[src/rtl/sprite_ram_loader.sv]
// sprite_ram_loader: streams palette bytes into sprite RAM at consecutive addresses.
// Define SPRITE_RAM_LOADER_RLE_EN to decode (count, index) run-length pairs instead.
module sprite_ram_loader #(
    parameter int R_WIDTH  = 140,
    parameter int R_HEIGHT = 125
) (
    input  logic        Clk,
    input  logic        Reset,
    input  logic        start,
    input  logic        abort,
    input  logic [7:0]  in_data,
    input  logic        in_valid,
    output logic        in_ready,
    output logic        we,
    output logic [18:0] write_address,
    output logic [7:0]  data_In,
    output logic        busy,
    output logic        done
);
    localparam logic [18:0] LAST = 19'(R_WIDTH * R_HEIGHT - 1);
`ifdef SPRITE_RAM_LOADER_RLE_EN
    typedef enum logic [2:0] {IDLE, GET_CNT, GET_IDX, RUN, DONE} state_t;
    localparam state_t FIRST = GET_CNT;
    logic [7:0] cnt, cnt_n, idx, idx_n;
`else
    typedef enum logic [1:0] {IDLE, STREAM, DONE} state_t;
    localparam state_t FIRST = STREAM;
`endif
    state_t state, state_n;
    logic [18:0] ptr;
    logic [7:0] wr_data;
    logic wr, acc, at_last;

    assign busy = state != IDLE;
    // Abort withdraws ready so a byte offered in the abort cycle is never consumed.
`ifdef SPRITE_RAM_LOADER_RLE_EN
    assign in_ready = (state == GET_CNT || state == GET_IDX) && !abort;
`else
    assign in_ready = state == STREAM && !abort;
`endif
    assign acc = in_ready && in_valid;
    assign at_last = ptr == LAST;

    always_ff @(posedge Clk) begin
        if (Reset)
            state <= IDLE;
        else
            state <= state_n;
    end

    always_comb begin
        state_n = state;
        wr = 1'b0;
        wr_data = in_data;
`ifdef SPRITE_RAM_LOADER_RLE_EN
        cnt_n = cnt;
        idx_n = idx;
`endif
        if (busy && abort)
            state_n = IDLE;
        else
            case (state)
                IDLE: state_n = start ? FIRST : IDLE;
`ifdef SPRITE_RAM_LOADER_RLE_EN
                GET_CNT: if (acc) begin
                    cnt_n = in_data;
                    state_n = GET_IDX;
                end
                GET_IDX: if (acc) begin
                    idx_n = in_data;
                    state_n = cnt == 8'd0 ? GET_CNT : RUN;
                end
                RUN: begin
                    wr = 1'b1;
                    wr_data = idx;
                    cnt_n = cnt - 8'd1;
                    state_n = at_last ? DONE : cnt == 8'd1 ? GET_CNT : RUN;
                end
`else
                STREAM: if (acc) begin
                    wr = 1'b1;
                    state_n = at_last ? DONE : STREAM;
                end
`endif
                default: state_n = IDLE;
            endcase
    end

    always_ff @(posedge Clk) begin
        if (Reset) begin
            ptr <= '0;
            we <= 1'b0;
            write_address <= '0;
            data_In <= '0;
            done <= 1'b0;
`ifdef SPRITE_RAM_LOADER_RLE_EN
            cnt <= '0;
            idx <= '0;
`endif
        end else begin
            we <= wr;
            done <= wr && at_last;
            if (wr) begin
                write_address <= ptr;
                data_In <= wr_data;
            end
            if (state == IDLE && start)
                ptr <= '0;
            else if (wr && !at_last)
                ptr <= ptr + 19'd1;
`ifdef SPRITE_RAM_LOADER_RLE_EN
            cnt <= cnt_n;
            idx <= idx_n;
`endif
        end
    end
endmodule
[config.mk]
export PLATFORM = sky130hd
export DESIGN_NAME = sprite_ram_loader
export DESIGN_NICKNAME = d
export VERILOG_FILES = /design/src/rtl/sprite_ram_loader.sv
export SDC_FILE = /design/constraint.sdc
export NUM_CORES = 1
export LEC_CHECK = 0
export BUFFER_PORTS_ARGS = -buffer_cell sky130_fd_sc_hd__buf_4
export CAP_MARGIN = 5
export CORE_ASPECT_RATIO = 1.5
export CORE_MARGIN = 4
export CORE_UTILIZATION = 27
export CTS_CLUSTER_DIAMETER = 200
export DETAILED_ROUTE_END_ITERATION = 8
export SETUP_SLACK_MARGIN = 0.2
export SLEW_MARGIN = 20
export SYNTH_ARGS = -nofsm -noshare
export SYNTH_HDL_FRONTEND = slang
export SYNTH_SLANG_ARGS = --single-unit
[constraint.sdc]
create_clock -name Clk -period 1.9 [get_ports Clk]
set_input_delay 0.38 -clock Clk [delete_from_list [all_inputs] [get_ports Clk]]
set_output_delay 0.38 -clock Clk [all_outputs]
set_load 0.005 [all_outputs]
==> results <==
- The flow ran to the end, and the final reports show no timing, DRC or antenna violations.
- The sink count of the clock tree is 50.
- The final setup TNS is 0 ns.
- Setup repair after global routing could not meet its margin everywhere.
- The reported max-cap violation count is 0.
- After layout, the design draws a total of between 1.5 and 2 mW.
- The starting density of the core is 0.278.
- The synthesized netlist occupies a cell area of 2020 sq um.
- For the pin with the worst max-slew slack, the measured transition is 0.345 ns.
- The fill cell total of the finished layout is 770.
- The number of hold violations in the final report was 0.
- The minimum setup slack among reg-to-reg paths is just under 0.3 ns.
- In the global route stage, overall resource usage came out at 0.119.
- The average instance in the mapped netlist occupies 8.25 sq um.
- The number of warnings printed during yosys synthesis is 0.
- The critical-path maximum fanout is 10.
- The delay of the slowest cell on the worst path is around 0.38 ns.
- The synthesized instance count is 245.
- The deepest level of the CTS H-tree is 2.
- The critical path depth is 6.
- The power per cell area is between 700 and 800 nW/um^2.
- For this run, design rule violations remaining after detail routing come to 0.
- The wire-length estimate of the detail-placed layout is 3.69 mm.
- The count of buffers from port buffering is 43.
- The startpoint of the worst setup timing path is ptr[0]$_SDFFE_PP0P_.
- Among all cell types in the netlist, the one instantiated most often is sky130_fd_sc_hd__nand2_1.
- The standard cell with the maximum stage delay on the critical path is sky130_fd_sc_hd__dfxtp_4.
- The number of pins with negative max-slew slack in the final report is 0.
- The number of DRC markers in iteration 0 is 86.
- The top cell type by total area after synthesis is sky130_fd_sc_hd__dfxtp_1.
- The path category of the worst min-delay check is input port to register.
- The fraction of registers with async set/reset is 0.
- At the later pin of the worst-skew pair, clock insertion delay measures 0.30 ns.
- 44 I/O pins were placed.
- TritonCTS built the clock tree.
- In this run the vertical extent of the chip is around 110 microns.
- The antenna violation net count after detailed routing is 0.
- The critical path endpoint is ptr[10]$_SDFFE_PP0P_.
- Summing all multi-input logic gate instances after layout gives 951 sq um.
- Measured against its own limit, the worst slew margin works out to 0.770.
- The count of hold buffers inserted by post-cts repair is 0.
- Data on the critical path arrives at its endpoint at 1.83 ns.
- The final count of negative-setup-slack endpoints is 0.
- The initial antenna violation count came to 0.
- Ranked by total cell area, the synthesized netlist is headed by sky130_fd_sc_hd__dfxtp_1, sky130_fd_sc_hd__nand2_1, sky130_fd_sc_hd__a21oi_1.
- Among cell families on the critical path, the largest total delay comes from simple AND/OR/NAND/NOR gates.
- The total congestion overflow after global routing is 0.
- The type of the worst setup path is register to register.
- The horizontal die dimension is 78.6 microns.
- The placeable core region is 7270 sq um.
- In the finished design, the share of the clock period the worst path needs comes to 0.843.
- The total nets after synthesis is 259.
- After detailed routing, the average wire length per cell comes to 12.8 microns.
- The tree is rooted in a sky130_fd_sc_hd__clkbuf_8.
- Together, buffers and inverters on the worst path number 1.
- The startpoint of the lowest-slack register-to-register path is ptr[0]$_SDFFE_PP0P_.
- Yosys mapped a number of flops with a built-in enable equal to 0.
- The synthesized design contains 50 register bits.
- The die covers 8960 sq um.
- On the final layout, the worst clock skew is 0.00778 ns.
- The cell depth of the worst flop-to-flop path is 6.
- Traced cell by cell, the critical path runs through ha_2 -> and2_1 -> nand4_1 -> buf_4 -> or3_1 -> a21oi_1.
- The area growth from synthesis to layout is 30.0%.
- For this design the static power due to leakage is around 0.96 nW.
- Using the TritonRoute via totals, the vias-per-cell ratio works out to 4.67.
- Derived from the worst setup path, the maximum achievable clock frequency is between 600 and 700 MHz.
- The number of detailed-route iterations in the first pass is 4.
- After clock tree synthesis, the clock-pin slew on the worst setup and hold paths is approximately 0.090 ns.
- The maximum vdd ir drop is 0.490 mV.
- Data on the critical path is required at its endpoint by 2.12 ns.
- The total number of vias is 1837.
- The total CTS buffers is 5.
- The final critical-path required period is 1.60 ns.
- The share of the Yosys chip area taken by registers is 0.495.
- The sequential cells in the finished layout cover a total of 1010 sq um.
- By count the netlist is led by sky130_fd_sc_hd__nand2_1, sky130_fd_sc_hd__dfxtp_1, sky130_fd_sc_hd__a21oi_1, sky130_fd_sc_hd__clkbuf_1.
- The deepest clock path buffer count is 2.
- Entering global routing, the biggest net connects 33 pins.
- The via count of the first global-routing pass is 1879.
- The most used flip-flop cell after synthesis is sky130_fd_sc_hd__dfxtp_1.
- The synthesized netlist contains 30 unique library cells.
- After the last flow step, the layout net total stands at 307.
- The congestion estimate from routability-driven global placement came to 0.836.
- The capture instance of the worst register-to-register path is ptr[10]$_SDFFE_PP0P_.
- Row generation in the floorplan step produced 38 rows.
- The fraction of layout cells with a size suffix above 1 is 0.246.
- The count of antenna diodes in the layout is 0.
- STA classifies the critical path endpoint as a register.
- The fraction of synthesized cell area taken by the top area cell type is 0.495.
- The category of the worst setup path launch point is a register.
- After detailed routing, the total wire length is about 5 mm.
- The wire length of the first global-routing pass is 8.60 mm.
[how the worst min path moves through the flow]
stage / start / to / slack, ns / cells past startpoint
5_1_grt: in_data[6] / data_In[6]$_SDFFE_PP0P_ / 0.32 / 3
4_1_cts: in_data[6] / data_In[6]$_SDFFE_PP0P_ / 0.31 / 3
6_report: in_data[6] / data_In[6]$_SDFFE_PP0P_ / 0.32 / 3
3_5_place_dp: data_In[2]$_SDFFE_PP0P_ / data_In[2]$_SDFFE_PP0P_ / 0.45 / 2
3_3_place_gp: data_In[3]$_SDFFE_PP0P_ / data_In[3]$_SDFFE_PP0P_ / 0.44 / 2
2_1_floorplan: data_In[0]$_SDFFE_PP0P_ / data_In[0]$_SDFFE_PP0P_ / 0.45 / 2
[layout by cell type, fill, tap and decap left out, drive strengths merged, types with 4 or more instances in the layout]
master  instances
a21oi          40
and3            6
buf            55
clkbuf          6
dfxtp          50
inv             4
nand2          66
nand4           4
nor2            8
o21ai           7
o31ai           4
or3             8
or4             4
xnor2           4
[cell families (layout without fill, tap and decap cells)]
kind of cell / Yosys count / count (layout) / share of synthesized area
muxes: 3 / 3 / 0.0149
buffers and inverters: 18 / 66 / 0.0396
AOI/OAI and AO/OA: 51 / 51 / 0.131
xor gates and xnor gates: 5 / 5 / 0.0217
DFF: 50 / 50 / 0.495
and+or+nand+nor: 117 / 117 / 0.291
adders and majority gates: 1 / 1 / 0.00619
[final cells by class]
cell class | instances | share of cell area
Sequential cell | 50 | 0.383
Multi-Input combinational cell | 177 | 0.362
Timing Repair Buffer | 55 | 0.159
Tap cell | 100 | 0.0476
Clock buffer | 6 | 0.0314
Clock inverter | 1 | 0.0114
Inverter | 4 | 0.00571
[repair_timing]
action | CTS | global route
setup buffers | 0 | 1
gates resized for setup | 0 | 8
setup endpoints to repair | 0 | 14
hold endpoints to repair | 0 | 0
[through the flow]
| step | hold WS (ns) | instances | util | setup slack (ns) | instance area [sq um] |
|---|---|---|---|---|---|
| floorplan | 0.453 | 245 | - | 0.281 | 2020 |
| global placement | 0.444 | 385 | 0.342 | 0.151 | 2490 |
| detailed placement | 0.448 | 385 | 0.342 | 0.115 | 2490 |
| CTS | 0.313 | 392 | 0.357 | 0.208 | 2600 |
| global route | 0.323 | 393 | 0.361 | 0.163 | 2630 |
| finish | 0.317 | 393 | 0.361 | 0.298 | 2630 |
[layer usage]
metal / routed length [microns] / GRT usage / vias up
met5: 0 / 0 / -
met4: 152 / 0.0630 / 0
met3: 159 / 0.0166 / 12
met2: 2720 / 0.226 / 28
met1: 1990 / 0.123 / 860
li1: - / - / 937
[registers in the layout (all words and copies together) (netlist names)]
name,count
data_In,8
done,1
ptr,19
state,2
we,1
write_address,19
[where the power goes]
part,leakage (nW),switching (mW),internal [mW],total [mW]
combinational,0.498,0.0480,0.0396,0.0876
sequential,0.405,0.00410,1.05,1.06
clock,0.0573,0.334,0.421,0.756
[worst register-to-register path: stages (launching register included)]
cell	delay (ns)
sky130_fd_sc_hd__dfxtp_4	0.38
sky130_fd_sc_hd__ha_2	0.22
sky130_fd_sc_hd__and2_1	0.15
sky130_fd_sc_hd__nand4_1	0.14
sky130_fd_sc_hd__buf_4	0.21
sky130_fd_sc_hd__or3_1	0.30
sky130_fd_sc_hd__a21oi_1	0.14
(Power assumes the default switching activity.)
